**src/rtl/stream_mac_accumulator.sv**
```systemverilog
// Multi-lane streaming multiply-accumulate: sums lane-wise activation x weight products over a
// programmable block length and emits one result beat per block. Block length set via AXI-lite.
module stream_mac_accumulator #(
    parameter int unsigned PE                  = 4,
    parameter int unsigned s_axis_input_WIDTH  = 8,
    parameter bit          s_axis_input_SIGNED = 1'b0,
    parameter int unsigned weights_WIDTH       = 8,
    parameter bit          weights_SIGNED      = 1'b0,
    parameter int unsigned ACC0_WIDTH          = 32,
    parameter int unsigned BDIM_MAX            = 1024,
    parameter int unsigned BDIM_RESET          = 16
) (
    input  logic                             ap_clk,
    input  logic                             ap_rst,
    input  logic [PE*s_axis_input_WIDTH-1:0] s_axis_input_tdata,
    input  logic                             s_axis_input_tvalid,
    output logic                             s_axis_input_tready,
    input  logic [PE*weights_WIDTH-1:0]      s_axis_weights_tdata,
    input  logic                             s_axis_weights_tvalid,
    output logic                             s_axis_weights_tready,
    output logic [PE*ACC0_WIDTH-1:0]         m_axis_output_tdata,
    output logic                             m_axis_output_tvalid,
    input  logic                             m_axis_output_tready,
    input  logic [3:0]                       s_axilite_config_awaddr,
    input  logic                             s_axilite_config_awvalid,
    output logic                             s_axilite_config_awready,
    input  logic [31:0]                      s_axilite_config_wdata,
    input  logic                             s_axilite_config_wvalid,
    output logic                             s_axilite_config_wready,
    output logic                             s_axilite_config_bvalid,
    input  logic                             s_axilite_config_bready,
    output logic [1:0]                       s_axilite_config_bresp
);
    localparam int unsigned IW   = s_axis_input_WIDTH;
    localparam int unsigned WW   = weights_WIDTH;
    localparam int unsigned AW   = ACC0_WIDTH;
    localparam int unsigned LenW = $clog2(BDIM_MAX + 1);

    typedef enum logic {CfgIdle, CfgResp} cfg_state_e;

    cfg_state_e          cfg_state_q;
    logic [LenW-1:0]     pending_len_q, active_len_q, beat_cnt_q;
    logic [PE*AW-1:0]    acc_q, out_q, acc_nxt;
    logic                out_full_q;
    logic                first_beat, last_beat, core_ready, beat_fire, cfg_accept;
    logic [LenW-1:0]     cur_len, cfg_len;
    logic [AW-1:0]       acc_base;
    logic                unused_addr_bits;

    function automatic logic [AW-1:0] ext_in(input logic [IW-1:0] v);
        return s_axis_input_SIGNED ? {{(AW-IW){v[IW-1]}}, v} : {{(AW-IW){1'b0}}, v};
    endfunction

    function automatic logic [AW-1:0] ext_w(input logic [WW-1:0] v);
        return weights_SIGNED ? {{(AW-WW){v[WW-1]}}, v} : {{(AW-WW){1'b0}}, v};
    endfunction

    assign unused_addr_bits = ^s_axilite_config_awaddr[1:0];

    // A block's first beat uses the pending length; later beats use the latched one.
    always_comb begin
        first_beat = (beat_cnt_q == '0);
        cur_len    = first_beat ? pending_len_q : active_len_q;
        last_beat  = ((beat_cnt_q + LenW'(1)) == cur_len);
        core_ready = !ap_rst && !(last_beat && out_full_q && !m_axis_output_tready);
        beat_fire  = core_ready && s_axis_input_tvalid && s_axis_weights_tvalid;
    end

    always_comb begin
        acc_nxt  = '0;
        acc_base = '0;
        for (int i = 0; i < int'(PE); i++) begin
            acc_base = first_beat ? '0 : acc_q[i*AW +: AW];
            acc_nxt[i*AW +: AW] = acc_base + ext_in(s_axis_input_tdata[i*IW +: IW])
                                           * ext_w(s_axis_weights_tdata[i*WW +: WW]);
        end
    end

    always_comb begin
        if (s_axilite_config_wdata == 32'd0) begin
            cfg_len = LenW'(1);
        end else if (s_axilite_config_wdata > 32'(BDIM_MAX)) begin
            cfg_len = LenW'(BDIM_MAX);
        end else begin
            cfg_len = s_axilite_config_wdata[LenW-1:0];
        end
    end

    assign cfg_accept = !ap_rst && (cfg_state_q == CfgIdle) && s_axilite_config_awvalid &&
                        s_axilite_config_wvalid;

    assign s_axis_input_tready      = core_ready && s_axis_weights_tvalid;
    assign s_axis_weights_tready    = core_ready && s_axis_input_tvalid;
    assign m_axis_output_tvalid     = out_full_q;
    assign m_axis_output_tdata      = out_q;
    assign s_axilite_config_awready = cfg_accept;
    assign s_axilite_config_wready  = cfg_accept;
    assign s_axilite_config_bvalid  = (cfg_state_q == CfgResp);
    assign s_axilite_config_bresp   = 2'b00;

    always_ff @(posedge ap_clk) begin
        if (ap_rst) begin
            cfg_state_q   <= CfgIdle;
            pending_len_q <= LenW'(BDIM_RESET);
            active_len_q  <= LenW'(BDIM_RESET);
            beat_cnt_q    <= '0;
            acc_q         <= '0;
            out_q         <= '0;
            out_full_q    <= 1'b0;
        end else begin
            if (out_full_q && m_axis_output_tready) begin
                out_full_q <= 1'b0;
            end
            // A final beat landing on the drain cycle wins: full stays set with new data.
            if (beat_fire) begin
                if (first_beat) begin
                    active_len_q <= pending_len_q;
                end
                if (last_beat) begin
                    out_q      <= acc_nxt;
                    out_full_q <= 1'b1;
                    beat_cnt_q <= '0;
                end else begin
                    acc_q      <= acc_nxt;
                    beat_cnt_q <= beat_cnt_q + LenW'(1);
                end
            end
            unique case (cfg_state_q)
                CfgIdle: begin
                    if (cfg_accept) begin
                        if (s_axilite_config_awaddr[3:2] == 2'b00) begin
                            pending_len_q <= cfg_len;
                        end
                        cfg_state_q <= CfgResp;
                    end
                end
                CfgResp: begin
                    if (s_axilite_config_bready) begin
                        cfg_state_q <= CfgIdle;
                    end
                end
                default: cfg_state_q <= CfgIdle;
            endcase
        end
    end

endmodule
```
**config.mk**
```make
export PLATFORM = sky130hd
export DESIGN_NAME = stream_mac_accumulator
export DESIGN_NICKNAME = d
export VERILOG_FILES = /design/src/rtl/stream_mac_accumulator.sv
export SDC_FILE = /design/constraint.sdc
export NUM_CORES = 1
export LEC_CHECK = 0
export CAP_MARGIN = 20
export CELL_PAD_IN_SITES_DETAIL_PLACEMENT = 0
export CELL_PAD_IN_SITES_GLOBAL_PLACEMENT = 1
export CORE_UTILIZATION = 48
export CTS_BUF_LIST = sky130_fd_sc_hd__clkbuf_4 sky130_fd_sc_hd__clkbuf_8
export DETAILED_ROUTE_END_ITERATION = 7
export GPL_ROUTABILITY_DRIVEN = 0
export PLACE_DENSITY_LB_ADDON = 0.25
export SYNTH_ARGS = -nofsm -noshare
export SYNTH_HDL_FRONTEND = slang
export SYNTH_SLANG_ARGS = --single-unit
export TNS_END_PERCENT = 30
```
**constraint.sdc**
```tcl
create_clock -name ap_clk -period 16.1 [get_ports ap_clk]
set_input_delay 2.415 -clock ap_clk [delete_from_list [all_inputs] [get_ports ap_clk]]
set_output_delay 2.415 -clock ap_clk [all_outputs]
set_load 0.01 [all_outputs]
```
* After elaboration in Yosys (flattened, before gate mapping)
Index checks and enable logic that the tools add are counted.
** Storage, ports and cells
- Output and inout port bits :: 136
- Register bits :: 291
- Logic and storage cells :: 53
** Cells by class
- Add/subtract/negate cells :: 5
- Multipliers :: 4
- Mux-type cells :: 14
- Eq/ne operators :: 1
- Bitwise gates (word level) :: 2
- Reductions and logical operators :: 19
- Magnitude comparators :: 1
** Operators with widths (number)
- $add A32 B16 Y32 :: 4
- $mux W32 :: 4
- $mul A8 B8 Y16 :: 4
- $mux W11 :: 4
- $gt A32 B11 Y1 const B :: 1
- $logic_not A32 Y1 :: 1
- $add A11 B1 Y11 const B :: 1
- $eq A11 B11 Y1 :: 1
- $logic_not A11 Y1 :: 1
- $logic_and A1 B1 Y1 :: 10
- $mux W1 :: 5
- $reduce_and A2 Y1 :: 2
- $logic_not A1 Y1 :: 3
- $reduce_and A3 Y1 :: 1
- $logic_not A2 Y1 :: 1
- $not A1 Y1 :: 2
- $pmux W1 S2 :: 1

* Longest topological paths before layout
- Word-level depth :: 10
- Gate-level depth with buffers :: 28
- Gate-level depth less buffers :: 23

* Least setup slack after synthesis
Ideal clock, no wire load.
- Path type :: input to register
- Start :: input s_axis_weights_tdata[23]
- End :: register acc_q[95]
- Arrival :: 6.770 ns
- Data required time :: 16.030 ns
- Slack :: 9.260 ns
- Cell stages on the path :: 16
- Library setup time :: 0.070 ns
- Path through :: and2_1 -> fa_1 -> fa_1 -> fa_1 -> inv_1 -> fa_1 -> inv_1 -> ha_1 -> and3_1 -> nand2_1 -> a211o_1 -> and4_1 -> clkbuf_1 -> nor3_1 -> or3b_2 -> a21oi_1
** On the way
- Longest elaborated chain between the ends :: 2
** RTL lines
- from (decl) :: RTL line 18 : input logic [PE*weights_WIDTH-1:0] s_axis_weights_tdata,
- $mul A8 B8 Y16 :: RTL line 75 : * ext_w(s_axis_weights_tdata[i*WW +: WW]);
- $add A32 B16 Y32 :: RTL line 74 : acc_nxt[i*AW +: AW] = acc_base + ext_in(s_axis_input_tdata[i*IW +: IW])
- to (signal assigned) :: RTL line 124 : acc_q <= acc_nxt;
- to (decl) :: RTL line 43 : logic [PE*AW-1:0] acc_q, out_q, acc_nxt;
Every way passes these cells.
A chain may end at the register's enable or synchronous reset.

* Worst setup path in the final report
- Start :: input s_axis_input_tdata[28]
- End :: register out_q[116] (netlist: m_axis_output_tdata[116])
** On the way
- Longest elaborated chain between the ends :: 2
** RTL lines
- from (decl) :: RTL line 15 : input logic [PE*s_axis_input_WIDTH-1:0] s_axis_input_tdata,
- $mul A8 B8 Y16 :: RTL line 75
- $add A32 B16 Y32 :: RTL line 74
- to (signal assigned) :: RTL line 120 : out_q <= acc_nxt;
- to (decl) :: RTL line 43
Every way passes these cells.

==> metrics.yaml <==
drive_above_1_share: 0.0504
via_per_inst: 5.48
grt_pass1_vias: 20400
ant_nets: 0
crit_path_max_fanout: 18
rsz0062_at_grt: "no"
status: "complete, no violations"
required_ps: 16590
p_per_area_nw_per_um2: 96.3
async_reset_ff_frac: 0
placedInstanceArea_sq_um: 26200
cts_num_sinks: 291
relSlewSlack: 0.345
syn2layout_area_growth_pct: 16.7
fin_skew_ps: 23.9
drt_iter0_markers: 1257
p_clk_frac: 0.297
cts_buffers: 55
drc: 0
post-route-min-period_ps: 7610
antenna_found_initial: 0
yosysWarnings: 0
crit_type: "in2reg"
p_sw_mw: 1.00
cap_violations: 0
ctsHoldBuffers: 0
clk_pin_slew_ps: 60
die_y_um: 223
synth-seq-cells: 291
clock_latency_ps: 660
crit_chain: "clkdlybuf4s50_1 -> nand2_1 -> fa_1 -> inv_1 -> fa_1 -> fa_1 -> inv_1 -> fa_1 -> inv_1 -> ha_1 -> a21oi_1 -> o21ai_0 -> nor3b_1 -> o21ai_0 -> a21o_1 -> and4_1 -> o21ai_0 -> o21ai_0"
via_count: 20300
cp-start-kind: "input port"
totalWireLength_um: 61900
swShare: 0.381
peakVddDrop_v: 0.0000662
internal_power_mw: 1.63
start_util: 0.489
io_pins: 244
layout_commonest_cell: "nand2_1"
h-tree-depth: 2
final_util: 0.570
die_w_um: 223
fp.coreArea_sq_um: 47900
setup-violations-final: 0
timing.fmax_mhz: 131
grt_pass1_wl_um: 103000
synth-edff-count: 0
period_share: 0.472
layout_common_cells: "458 x nand2_1, 341 x inv_1, 291 x dfxtp_1, 238 x clkdlybuf4s50_1, 200 x fa_1"
cts-resized-gates: 0
synth_cell_types: 73
endpoint_kind: "register"
diodes: 0
cts_tree: "yes"
cts.path.max_buffers: 3
min_path_type: "reg2reg"
p_leak_nw: 11.8
synth_cells: 2888
cts_root_buf: "clkbuf_8"
report.final.slew_viol_count: 0
pwr-share-comb: 0.417
globalRouteOverflowTotal: 0
wl_per_cell_um: 16.7
grt_max_degree: 105
first_pass_iters: 5
slowest_delay_ps: 670
tightestPinTransition_ps: 983
design.die.area_sq_um: 49700
cp_slowest_cell: "clkdlybuf4s50_1"
fin_tns_setup_ps: 0
hold_viol: 0
p_seq_frac: 0.285
port_buffers: 239
synth_area_sq_um: 23400
layout.nets: 3528
final_cell_area_sq_um: 27400
yosysSeqAreaShare: 0.249
postCtsSetupRepairBufs: 0
dp_hpwl_um: 44600
gr-usage-all-layers: 0.255
worstPathArrival_ps: 8090
synth_top_flop_cell: "dfxtp_1"
num_rows: 80
syn_area_per_cell_sq_um: 8.12
[state kept, by name (all words and copies together) (netlist names)]
name / flops
m_axis_output_tvalid: 1
pending_len_q: 11
beat_cnt_q: 11
s_axilite_config_bvalid: 1
acc_q: 128
m_axis_output_tdata: 128
active_len_q: 11
[final cells by class]
cell class / count / area [sq um]
clock buffers: 91 / 1110
inverters: 342 / 1290
flip-flops and latches: 291 / 5830
repair buffers: 254 / 2510
well taps: 615 / 769
fillers: 4515 / 20600
multi-input cells: 2110 / 15800
clock inverters: 9 / 80.1
[power groups by stage]
stage	logic, mW	clock network, mW	registers, mW
finish	1.10	0.784	0.752
global route	1.26	0.842	0.754
CTS	1.11	0.807	0.752
detailed placement	1.10	0	0.767
global placement	1.08	0	0.767
floorplan	0.814	0	0.764
[path summary, 6_finish.rpt]
path,from,cells after the start,end,slack [ps]
setup / recovery,s_axis_input_tdata[28],18,m_axis_output_tdata[116]$_SDFFE_PP0P_,8490
hold / removal,m_axis_output_tdata[94]$_SDFFE_PP0P_,2,m_axis_output_tdata[94]$_SDFFE_PP0P_,450
hold reg to reg,m_axis_output_tdata[94]$_SDFFE_PP0P_,2,m_axis_output_tdata[94]$_SDFFE_PP0P_,450
setup reg to reg,beat_cnt_q[0]$_SDFFE_PP0P_,23,m_axis_output_tdata[116]$_SDFFE_PP0P_,8920
[cell usage after synthesis (10+ instances only)]
master | number | area share
buf_2 | 17 | 0.0036
a211oi_1 | 31 | 0.0099
o31ai_1 | 13 | 0.0042
a21o_1 | 28 | 0.0090
clkbuf_1 | 108 | 0.017
mux2i_1 | 10 | 0.0043
nor3_1 | 39 | 0.0083
xnor2_1 | 64 | 0.024
nor2_1 | 101 | 0.016
a31o_2 | 17 | 0.0064
o211ai_1 | 19 | 0.0061
o21ai_0 | 129 | 0.028
nand4_1 | 25 | 0.0067
o21ai_1 | 14 | 0.0030
nand2_1 | 458 | 0.073
or3_1 | 13 | 0.0035
inv_1 | 342 | 0.055
and3_1 | 31 | 0.0083
and2_1 | 198 | 0.053
o21a_1 | 17 | 0.0054
dfxtp_1 | 291 | 0.25
fa_1 | 200 | 0.17
ha_1 | 166 | 0.089
xor2_1 | 28 | 0.010
nand3_1 | 141 | 0.030
nor4_1 | 12 | 0.0032
and4_1 | 14 | 0.0052
a21oi_1 | 199 | 0.042
[critical path, delay by kind of cell]
kind	cells	cell delay, ps
fa+ha+maj	5	2480
compound gates	6	1670
buf+inv	4	810
simple gates	3	710
[kinds of logic (layout without fill, tap and decap cells)]
family,after synthesis,after routing,share of synthesized area
simple gates,1086,1086,0.226
compound gates,554,554,0.145
buf+inv,488,696,0.0816
fa+ha+maj,366,366,0.259
flops,291,291,0.249
xor+xnor,92,92,0.0344
mux,10,10,0.00427
other cells,1,2,0.000160
[metal layers]
metal	vias to the layer above	global-route usage	wire [um]
li1	9906	-	-
met1	9856	0.344	28600
met5	-	0	0
met3	90	0.0443	3110
met2	494	0.424	29000
met4	0	0.0610	1200
[metrics by stage]
stage          worst slack, ps  hold slack, ps  total power [mW]  cells
5_1_grt                   8160             458              2.86   3712
6_report                  8490             449              2.64   3712
2_1_floorplan             9260             431              1.58   2889
3_3_place_gp              8040             438              1.84   3611
3_5_place_dp              7930             442              1.86   3612
4_1_cts                   8500             451              2.67   3712
(Power assumes the default switching activity.)
